### src/rtl/audio_ctrl_pkg.sv
// Shared sample-pair type and mute/attenuation helper for audio_stream_ctrl.
package audio_ctrl_pkg;

  localparam int AUDIO_DATA_W = 24;
  // Working width for attenuation; callers sign-extend into it and truncate back.
  localparam int PROC_W       = 64;

  typedef struct packed {
    logic [AUDIO_DATA_W-1:0] left;
    logic [AUDIO_DATA_W-1:0] right;
  } pair_t;

  function automatic logic [PROC_W-1:0] mute_atten(
    input logic signed [PROC_W-1:0] s,
    input logic                     mute,
    input logic [2:0]               shift
  );
    if (mute) return '0;
    return s >>> shift;
  endfunction

endpackage

### src/rtl/audio_pair_fifo.sv
// Synchronous show-ahead FIFO of sample pairs with flush and level output.
module audio_pair_fifo #(
  parameter int DEPTH = 4,
  parameter int W     = 48
) (
  input  logic                     clk,
  input  logic                     reset_n,
  input  logic                     flush,
  input  logic                     push,
  input  logic                     pop,
  input  logic [W-1:0]             din,
  output logic [W-1:0]             dout,
  output logic [$clog2(DEPTH):0]   level,
  output logic                     full,
  output logic                     empty
);
  localparam int AW = $clog2(DEPTH);

  logic [W-1:0]  mem [DEPTH];
  logic [AW-1:0] wr_ptr, rd_ptr;
  logic          do_push, do_pop;

  assign full    = (level == (AW+1)'(DEPTH));
  assign empty   = (level == '0);
  assign do_push = push & ~full;
  assign do_pop  = pop & ~empty;
  assign dout    = mem[rd_ptr];

  always_ff @(posedge clk) begin
    if (!reset_n || flush) begin
      wr_ptr <= '0;
      rd_ptr <= '0;
      level  <= '0;
    end else begin
      if (do_push) wr_ptr <= wr_ptr + 1'b1;
      if (do_pop)  rd_ptr <= rd_ptr + 1'b1;
      if (do_push && !do_pop)      level <= level + 1'b1;
      else if (!do_push && do_pop) level <= level - 1'b1;
    end
  end

  always_ff @(posedge clk)
    if (do_push) mem[wr_ptr] <= din;

endmodule

### src/rtl/audio_stream_ctrl.sv
// CODEC capture->playback sequencer: pair FIFO, mute/attenuation, output register.
// Optional test-tone source selected by src_sel when AUDIO_NOISE_SRC_EN is defined.
module audio_stream_ctrl
  import audio_ctrl_pkg::*;
#(
  parameter int DATA_W = AUDIO_DATA_W,
  parameter int DEPTH  = 4,
  parameter int CNT_W  = 32
) (
  input  logic                     clk,
  input  logic                     reset_n,
  input  logic                     enable,
  input  logic                     read_ready,
  input  logic [DATA_W-1:0]        readdata_left,
  input  logic [DATA_W-1:0]        readdata_right,
  input  logic                     write_ready,
  input  logic                     mute,
  input  logic [2:0]               vol_shift,
`ifdef AUDIO_NOISE_SRC_EN
  input  logic                     src_sel,
`endif
  output logic                     read,
  output logic                     write,
  output logic [DATA_W-1:0]        writedata_left,
  output logic [DATA_W-1:0]        writedata_right,
  output logic [$clog2(DEPTH):0]   fifo_level,
  output logic                     overrun,
  output logic [CNT_W-1:0]         pair_count
);
  localparam int PW = 2*DATA_W;

  logic [1:0][DATA_W-1:0] push_data, fifo_head, head, proc, wdata;
  logic full, empty, out_valid, avail, load, fifo_push, fifo_pop;

  assign read  = reset_n & enable & read_ready & ~full;
  assign write = reset_n & enable & write_ready & out_valid;

  // An empty FIFO falls through so a freshly popped pair reaches the
  // output register on the next edge (1-clk latency, 1 pair/clk streaming).
  assign avail     = ~empty | read;
  assign load      = enable & avail & (~out_valid | write);
  assign head      = empty ? push_data : fifo_head;
  assign fifo_push = read & ~(empty & load);
  assign fifo_pop  = load & ~empty;

`ifdef AUDIO_NOISE_SRC_EN
  logic [2:0]        noise_c;
  logic [DATA_W-1:0] noise_s;
  assign noise_s   = {{(DATA_W-14){noise_c[2]}}, noise_c, 11'd0};
  assign push_data = src_sel ? {noise_s, noise_s} : {readdata_left, readdata_right};
  always_ff @(posedge clk)
    if (!reset_n)            noise_c <= '0;
    else if (read && src_sel) noise_c <= noise_c + 3'd1;
`else
  assign push_data = {readdata_left, readdata_right};
`endif

  audio_pair_fifo #(.DEPTH(DEPTH), .W(PW)) u_fifo (
    .clk     (clk),
    .reset_n (reset_n),
    .flush   (~enable),
    .push    (fifo_push),
    .pop     (fifo_pop),
    .din     (push_data),
    .dout    (fifo_head),
    .level   (fifo_level),
    .full    (full),
    .empty   (empty)
  );

  for (genvar ch = 0; ch < 2; ch++) begin : g_ch
    assign proc[ch] = DATA_W'(mute_atten({{(PROC_W-DATA_W){head[ch][DATA_W-1]}}, head[ch]},
                                         mute, vol_shift));
  end

  // mute/vol_shift only take effect here, at load time.
  always_ff @(posedge clk) begin
    if (!reset_n) begin
      out_valid <= 1'b0;
      wdata     <= '0;
    end else if (!enable) begin
      out_valid <= 1'b0;
    end else if (load) begin
      out_valid <= 1'b1;
      wdata     <= proc;
    end else if (write) begin
      out_valid <= 1'b0;
    end
  end

  always_ff @(posedge clk) begin
    if (!reset_n) begin
      overrun    <= 1'b0;
      pair_count <= '0;
    end else begin
      if (enable && read_ready && full) overrun <= 1'b1;
      if (write) pair_count <= pair_count + 1'b1;
    end
  end

  assign writedata_left  = wdata[1];
  assign writedata_right = wdata[0];

endmodule
### config.mk
export PLATFORM = sky130hd
export DESIGN_NAME = audio_stream_ctrl
export DESIGN_NICKNAME = d
export VERILOG_FILES = /design/src/rtl/audio_ctrl_pkg.sv /design/src/rtl/audio_pair_fifo.sv /design/src/rtl/audio_stream_ctrl.sv
export SDC_FILE = /design/constraint.sdc
export NUM_CORES = 1
export LEC_CHECK = 0
export CAP_MARGIN = 20
export CORE_MARGIN = 2
export CORE_UTILIZATION = 56
export DETAILED_ROUTE_END_ITERATION = 10
export PLACE_DENSITY = 0.85
export SLEW_MARGIN = 20
export SYNTH_ARGS = -nofsm -noshare
export SYNTH_HDL_FRONTEND = slang
export SYNTH_SLANG_ARGS = --single-unit
### constraint.sdc
create_clock -name clk -period 4.2 [get_ports clk]
set_input_delay 1.05 -clock clk [delete_from_list [all_inputs] [get_ports clk]]
set_output_delay 1.05 -clock clk [all_outputs]
set_load 0.02 [all_outputs]
Yosys cells after proc, flatten, opt, wreduce, memory -nomap -nowiden
Memories as Yosys holds them, arrays and structs flattened. A register that Yosys moved wholly into a read port is not among the register bits. Cells that the tools add are included.

Bits in registers: 89. Latch bits: 0. RAM bits: 192. Bits in read-only memories: 0. Input port bits: 57. Output and inout bits: 86. Word-level logic and storage cells: 62. Memories: 1.

$add $sub $neg: 5. Multiply operators: 0. Divide/modulo/power cells: 0. $lt $le $gt $ge: 0. Equality and inequality tests: 1. Shift operators: 2. Multiplexer cells: 13. Bitwise operators: 19. Reductions and logical operators: 13.

Memory list: u_fifo.mem (words 4, bits a word 48, rd ports 1, clocked after memory_dff 1, write ports 1, RTL line audio_pair_fifo.sv:19) `logic [W-1:0] mem [DEPTH];`.

Operators by type and width (count): 24-bit 2-to-1 mux (3); 48-bit 2-to-1 mux (1); 24-bit by 3-bit >>> shifter with 24-bit output (2); 32-bit by 1-bit adder with 32-bit output (second input constant) (1); 1-bit AND (12); 3-bit 2-to-1 mux (2); 1-bit 2-to-1 mux (5); 1-bit NOT (5); 2-bit by 1-bit adder with 2-bit output (second input constant) (2); 1-bit logical AND (4); 2-bit 2-to-1 mux (2); 2-bit AND reduction (2); 2-bit nonzero test (2); 3-bit by 1-bit adder with 3-bit output (second input constant) (1); 3-bit == test (second input constant) (1); 1-bit zero test (3); 3-bit zero test (1); 3-bit by 1-bit subtractor with 3-bit output (second input constant) (1); 1-bit OR (2); 1-bit logical OR (1).

Depth between registers and ports, before layout
Gate-level depths: netlist of run 1.

Word-level depth: 14. Depth in mapped cells: 11.

Modules after synthesis
A second synthesis of run 1 with hierarchy kept.

Cells, all modules: 913. Area total of the unflattened synthesis: 13087.6 µm².

By module, submodules not included: audio_pair_fifo (times used 1, cells each 300, area each 7392.1 µm², seq. area each 5945.7 µm²); audio_stream_ctrl (times used 1, cells each 613, area each 5695.5 µm², seq. area each 1641.6 µm²).

Least setup slack after synthesis of run 1
OpenSTA, ideal clock, no wires.

Path kind: input to register. Start: in enable. End: mem u_fifo.mem[1][0] (enable). Library setup time: 0.410 ns. Arrival time: 3.249 ns. Setup slack: 0.540 ns. Cell stages on the path: 5. Path through: buf_4 -> and3_1 -> and2_1 -> a21boi_1 -> and2_1.

Longest elaborated chain between the ends: 12.

RTL lines: from (decl) (RTL line audio_stream_ctrl.sv:12) `input logic enable,`; 1-bit AND (*) (3 in series) (RTL line audio_stream_ctrl.sv:35) `assign read = reset_n & enable & read_ready & ~full;`; named net read (RTL line audio_stream_ctrl.sv:22) `output logic read,`; 1-bit OR (RTL line audio_stream_ctrl.sv:40) `assign avail = ~empty | read;`; 1-bit AND (2 in series) (RTL line audio_stream_ctrl.sv:41) `assign load = enable & avail & (~out_valid | write);`; 1-bit AND (RTL line audio_stream_ctrl.sv:43) `assign fifo_push = read & ~(empty & load);`; 1-bit NOT (RTL line audio_stream_ctrl.sv:43); 1-bit AND (*) (RTL line audio_stream_ctrl.sv:43); 1-bit AND (*) (RTL line audio_pair_fifo.sv:25) `assign do_push = push & ~full;`; named net u_fifo.do_push (RTL line audio_pair_fifo.sv:21) `logic do_push, do_pop;`; 1-bit 2-to-1 mux (*) (RTL line audio_pair_fifo.sv:43) `if (do_push) mem[wr_ptr] <= din;`; 1-bit 2-to-1 mux (not written as such) (*) (RTL line audio_pair_fifo.sv:43); to (decl) (RTL line audio_pair_fifo.sv:19).

The timed path passes the listed nets; every way through them passes the cells marked *.

Worst setup path after layout of run 1
Start: in enable. End: out read.

Longest elaborated chain between the ends: 3.

RTL lines (RTL line): 1-bit AND (3 in series) (audio_stream_ctrl.sv:35); to (decl) (audio_stream_ctrl.sv:22).

Every way passes these cells.

==> results.py, run 1 <==
metrics = {
    "die": {
        "ios": 143,
        "die_h_um": 153,
        "std_cell_rows": 54,
        "start_util_pct": 57.2,
        "core_um2": 21800,
        "dieArea_um2": 23500,
        "die_x_um": 153,
    },
    "place": {
        "io_buffers": 142,
        "hpwlAfterDp_mm": 20.3,
        "pre_cts_slack_ps": 462,
        "place_congestion": 0.890,
    },
    "worst_setup_path": {
        "cp-start-kind": "input pin",
        "critPathKind": "in -> out",
        "critPathMaxFanout": 8,
        "crit_buf_inv": 2,
        "critical-path-slowest-cell": "clkdlybuf4s50_1",
        "cp_common_cell": "clkdlybuf4s50_1",
        "r2r_slack_ps": 1150,
        "slowest_delay_ps": 660,
        "end_kind": "output pin",
        "worst_ep_arrival_time_ps": 2720,
        "cp_top_family": "buffers and inverters",
        "cp.required_ps": 3150,
        "crit_chain": "clkdlybuf4s50_1 -> and3_1 -> and2_1 -> clkdlybuf4s50_1",
    },
    "timing": {
        "setup_violations": 0,
        "tns_ps": 0,
        "fmax_mhz": 265,
        "worst_pin_slew_ps": 970,
        "slew-limit-headroom_pct": 35.0,
        "rsz0062_at_grt": "no",
        "post-route-period-util_pct": 89.8,
        "fin_skew_ps": 15.0,
        "fin_ws_ps": 430,
        "layout_min_cycle_time_ps": 3770,
        "hold_viol": 0,
        "finalMaxSlewViolations": 0,
    },
    "layout": {
        "layout.nets": 1067,
        "utilization_pct": 70.0,
        "layout-drive-gt1-share_pct": 16.1,
        "area_growth_pct": 22.5,
    },
    "clock_tree": {
        "cts.sinks": 283,
        "cts_buffer_depth": 3,
        "clkLatencyLatePin_ps": 560,
        "cts_root_buf": "clkbuf_16",
        "hold_buffers": 0,
        "postCtsResizedCells": 0,
        "htree_levels": 1,
        "cts.clk_slew.worst_paths_ps": 60,
        "cts_tree": "done",
        "cts_made_buffers": 29,
        "post-cts-setup-buffer-count": 0,
    },
    "synthesis": {
        "synthDistinctLibCells": 49,
        "async_flop_share_pct": 0,
        "synth_warnings": 0,
        "synth_most_common_cell": "edfxtp_1",
        "synth_top_flop_cell": "edfxtp_1",
        "yosys.area.top_type": "edfxtp_1",
        "synthTopCellsByCount": "edfxtp_1, dfxtp_1, mux4_2",
        "synth-edff-count": 192,
        "syn_inst": 869,
        "syn-cell-area_um2": 12500,
        "synth-seq-cells": 283,
        "syn_area_per_cell_um2": 14.4,
        "synth_fp_nets": 933,
        "yosysSeqAreaShare_pct": 60.8,
        "synthTopCellsByArea": "edfxtp_1, dfxtp_1, mux4_2",
        "netlist.area_leader.share_pct": 46.2,
    },
    "global_routing": {
        "grt_pass1_wl_mm": 47.8,
        "busiest_layer": "met2",
        "grt_max_degree": 49,
        "grt_use_met3_pct": 4.05,
        "antenna_found_initial": 1,
        "grtUsageMet2_pct": 43.6,
        "use_met1_pct": 34.9,
        "gr-total-overflow": 0,
        "grt_util_all_layers_pct": 26.3,
        "first_global_vias": 8545,
    },
    "pwr": {
        "power_density_nw_per_um2": 414,
        "finalPower_mw": 6.33,
        "p_leak_nw": 4.99,
        "peakVddDrop_v": 0.000350,
    },
    "route": {
        "vias_per_cell": 6.42,
        "post_drt_wl_per_cell_um": 23.6,
        "drc": 0,
        "ant_nets": 0,
        "finalWirelength_mm": 30.9,
        "vias": 8386,
        "firstDrtPassIters": 5,
        "drtIter0Drc": 880,
    },
    "outcome": {
        "status": "completed",
    },
    "flow_run": {
        "drv_cap": 0,
    },
    "hold_path": {
        "hold_path_class": "reg -> reg",
    },
}
## cells by family after synthesis
family          count (synthesis)  share of synthesized area (%)
xor+xnor                       25                           1.76
mux                           124                           17.6
fa+ha+maj                       7                          0.762
compound gates                158                           9.00
flops                         283                           60.8
buf+inv                        75                           2.48
simple gates                  197                           7.54
## flip-flops by register name, summed over array words and instances (netlist names), named ones only
| register | flops |
|---|---|
| u_fifo.rd_ptr | 2 |
| u_fifo.level | 3 |
| pair_count | 32 |
| u_fifo.mem | 192 |
| overrun | 1 |
| writedata_left | 24 |
| writedata_right | 24 |
| out_valid | 1 |
| u_fifo.wr_ptr | 2 |
## worst register-to-register path, stage by stage (launching register included)
cell	delay (ps)
dfxtp_1	490
or3_2	560
buf_4	620
mux2i_1	510
a221o_1	230
o21ai_0	180
a221o_1	360
## power by group
group	internal (mW)	switching, mW	total, mW
clock network	1.65	1.09	2.74
registers	3.00	0.0179	3.02
logic	0.249	0.326	0.575
total	4.90	1.43	6.33
## placed cells by master, fill, tap and decap left out, types with 8 or more instances in the layout
| cell | n |
|---|---|
| nand3_1 | 12 |
| a21oi_1 | 56 |
| inv_1 | 12 |
| o21ai_0 | 16 |
| nor2_1 | 49 |
| a221o_1 | 33 |
| clkbuf_16 | 31 |
| nor3_1 | 8 |
| nand2_1 | 69 |
| edfxtp_1 | 192 |
| o21ai_1 | 8 |
| and3_1 | 13 |
| clkdlybuf4s50_1 | 142 |
| xor2_1 | 10 |
| buf_4 | 14 |
| o221ai_1 | 8 |
| xnor2_1 | 15 |
| mux4_2 | 76 |
| or3_1 | 14 |
| dfxtp_1 | 89 |
| mux2i_1 | 42 |
| a22o_1 | 12 |
## per-stage QoR
stage	area, um^2	hold slack, ps	instances
3_3_place_gp	14300	441	1252
3_5_place_dp	14300	452	1252
2_1_floorplan	12500	485	869
4_1_cts	15300	463	1306
6_report	15300	460	1307
5_1_grt	15300	482	1307
## path summary, 6_finish.rpt
path,start,cells after the start,to
setup / recovery,enable,4,read
hold / removal,writedata_left[20],2,writedata_left[20]
setup reg to reg,u_fifo.level[0],6,writedata_left[6]
hold reg to reg,writedata_left[20],2,writedata_left[20]
## final cells by class
class	count	area, um^2
sequential	283	7590
fill	1409	6540
multi-input combinational	511	4590
timing repair buffer	163	1670
clock buffer	34	787
tap	280	350
clock inverter	20	240
inverter	15	56.3
antenna	1	2.50
## layer usage
layer	up-vias	share of wire (%)	routed length [um]
li1	3697	-	-
met5	-	0	0
met1	4157	38	11900
met3	82	8.6	2660
met4	0	3.7	1150
met2	450	49	15200
Note: power is estimated with default switching activity, not from simulation.
==> inputs of run 2 (changes only) <==
Settings changed: CORE_UTILIZATION 56 to 51, PLACE_DENSITY 0.85 to 0.81, REMOVE_ABC_BUFFERS set to 1.
Clock period 4.2 ns to 3.3 ns, I/O delays scaled along.
==> results.py, run 2 (synthesized netlist as in run 1, its figures left out) <==
metrics = {
    "clock_tree": {
        "post-cts-setup-buffer-count": 0,
        "cts_root_buf": "clkbuf_16",
        "clkLatencyLatePin_ps": 560,
        "hold_buffers": 0,
        "htree_levels": 1,
        "cts.sinks": 283,
        "cts.clk_slew.worst_paths_ps": 60,
        "cts_made_buffers": 29,
        "postCtsResizedCells": 0,
        "cts_buffer_depth": 3,
        "cts_tree": "done",
    },
    "pwr": {
        "peakVddDrop_v": 0.000580,
        "power_density_nw_per_um2": 509,
        "finalPower_mw": 7.86,
        "p_leak_nw": 5.12,
    },
    "die": {
        "std_cell_rows": 57,
        "die_h_um": 160,
        "ios": 143,
        "dieArea_um2": 25700,
        "core_um2": 24200,
        "die_x_um": 160,
        "start_util_pct": 51.6,
    },
    "layout": {
        "largest_reg_flops": 192,
        "mostFrequentLayoutCells": "edfxtp_1, clkdlybuf4s50_1, dfxtp_1, mux4_2, nand2_1",
        "final_common_cell": "edfxtp_1",
        "regMostFlops": "u_fifo.mem",
        "utilization_pct": 63.9,
        "top_regs": "u_fifo.mem (192), pair_count (32)",
        "diodes": 0,
        "area_growth_pct": 23.9,
        "layout-drive-gt1-share_pct": 17.1,
        "layout.nets": 1093,
    },
    "flow_run": {
        "drv_cap": 0,
    },
    "worst_setup_path": {
        "cp_top_family": "buffers and inverters",
        "crit_buf_inv": 5,
        "cp_common_cell": "buf_4",
        "critPathMaxFanout": 4,
        "r2r_slack_ps": 530,
        "cp.required_ps": 2470,
        "critical-path-slowest-cell": "clkdlybuf4s50_1",
        "cp-start-kind": "input pin",
        "slowest_delay_ps": 470,
        "critPathKind": "in -> out",
        "end_kind": "output pin",
        "crit_chain": "clkdlybuf4s50_1 -> buf_4 -> nand4_4 -> buf_4 -> inv_1 -> dlymetal6s2s_1",
        "worst_ep_arrival_time_ps": 2060,
    },
    "route": {
        "post_drt_wl_per_cell_um": 22.3,
        "drtIter0Drc": 951,
        "vias": 8487,
        "ant_nets": 0,
        "firstDrtPassIters": 5,
        "drc": 0,
        "finalWirelength_mm": 30.7,
        "vias_per_cell": 6.17,
    },
    "place": {
        "io_buffers": 142,
        "place_congestion": 0.843,
        "hpwlAfterDp_mm": 20.4,
    },
    "global_routing": {
        "grt_util_all_layers_pct": 23.8,
        "gr-total-overflow": 0,
        "grt_max_degree": 63,
        "first_global_vias": 8452,
        "grt_pass1_wl_mm": 47.3,
        "antenna_found_initial": 0,
    },
    "timing": {
        "rsz0062_at_grt": "no",
        "post-route-period-util_pct": 87.4,
        "fmax_mhz": 347,
        "setup_violations": 0,
        "worst_pin_slew_ps": 698,
        "layout_min_cycle_time_ps": 2880,
        "fin_skew_ps": 14.8,
        "slew-limit-headroom_pct": 53.5,
        "finalMaxSlewViolations": 0,
        "hold_viol": 0,
    },
    "outcome": {
        "status": "completed",
    },
    "hold_path": {
        "hold_path_class": "reg -> reg",
    },
}
run 2: cell count changes in the layout (fill, tap and decap cells not counted), sizes merged:
cell / delta
bufinv: -1
buf: +26
clkdlybuf4s50: -2
clkinv: +5
dlymetal6s2s: +2
diode: -1
clkinvlp: -4
run 2: metrics by stage:
stage	setup TNS (ps)	hold WS [ps]	cells	area [um^2]	setup slack, ps
5_1_grt	0	487	1376	15500	346
4_1_cts	0	460	1376	15400	26.3
6_report	0	457	1376	15500	415
2_1_floorplan	-149590	485	809	12200	-700
3_5_place_dp	-10.5	452	1322	14500	-10.5
3_3_place_gp	0	443	1322	14500	40.0
run 2: layer usage:
metal | global-route usage [%] | routed length [um] | vias to the layer above
li1 | - | - | 3759
met1 | 32.4 | 12200 | 4236
met4 | 7.41 | 977 | 0
met3 | 3.72 | 2480 | 68
met2 | 39.7 | 15000 | 424
met5 | 0 | 0 | -
run 2: layout make-up:
cell class                      instances  area, um^2
Sequential cell                       283        7590
Multi-Input combinational cell        511        4590
Tap cell                              324         405
Clock inverter                         20         201
Fill cell                            1745        8720
Timing Repair Buffer                  189        1870
Inverter                               15        56.3
Clock buffer                           34         744
run 2: where the power goes:
| part | switching, mW | internal (mW) | leakage (nW) |
|---|---|---|---|
| logic | 0.404 | 0.330 | 2.19 |
| registers | 0.0282 | 3.82 | 2.47 |
| clock network | 1.36 | 1.92 | 0.462 |
run 2: final timing paths:
path	endpoint	cells past startpoint	from
hold reg to reg	writedata_left[21]	2	writedata_left[21]
setup reg to reg	writedata_right[6]	6	flop
setup / recovery	write	6	reset_n
hold / removal	writedata_left[21]	2	writedata_left[21]
run 2: worst min-delay path: stages (launching register included):
cell	delay, ps
dfxtp_1	310
nand2_1	50
a21oi_1	50
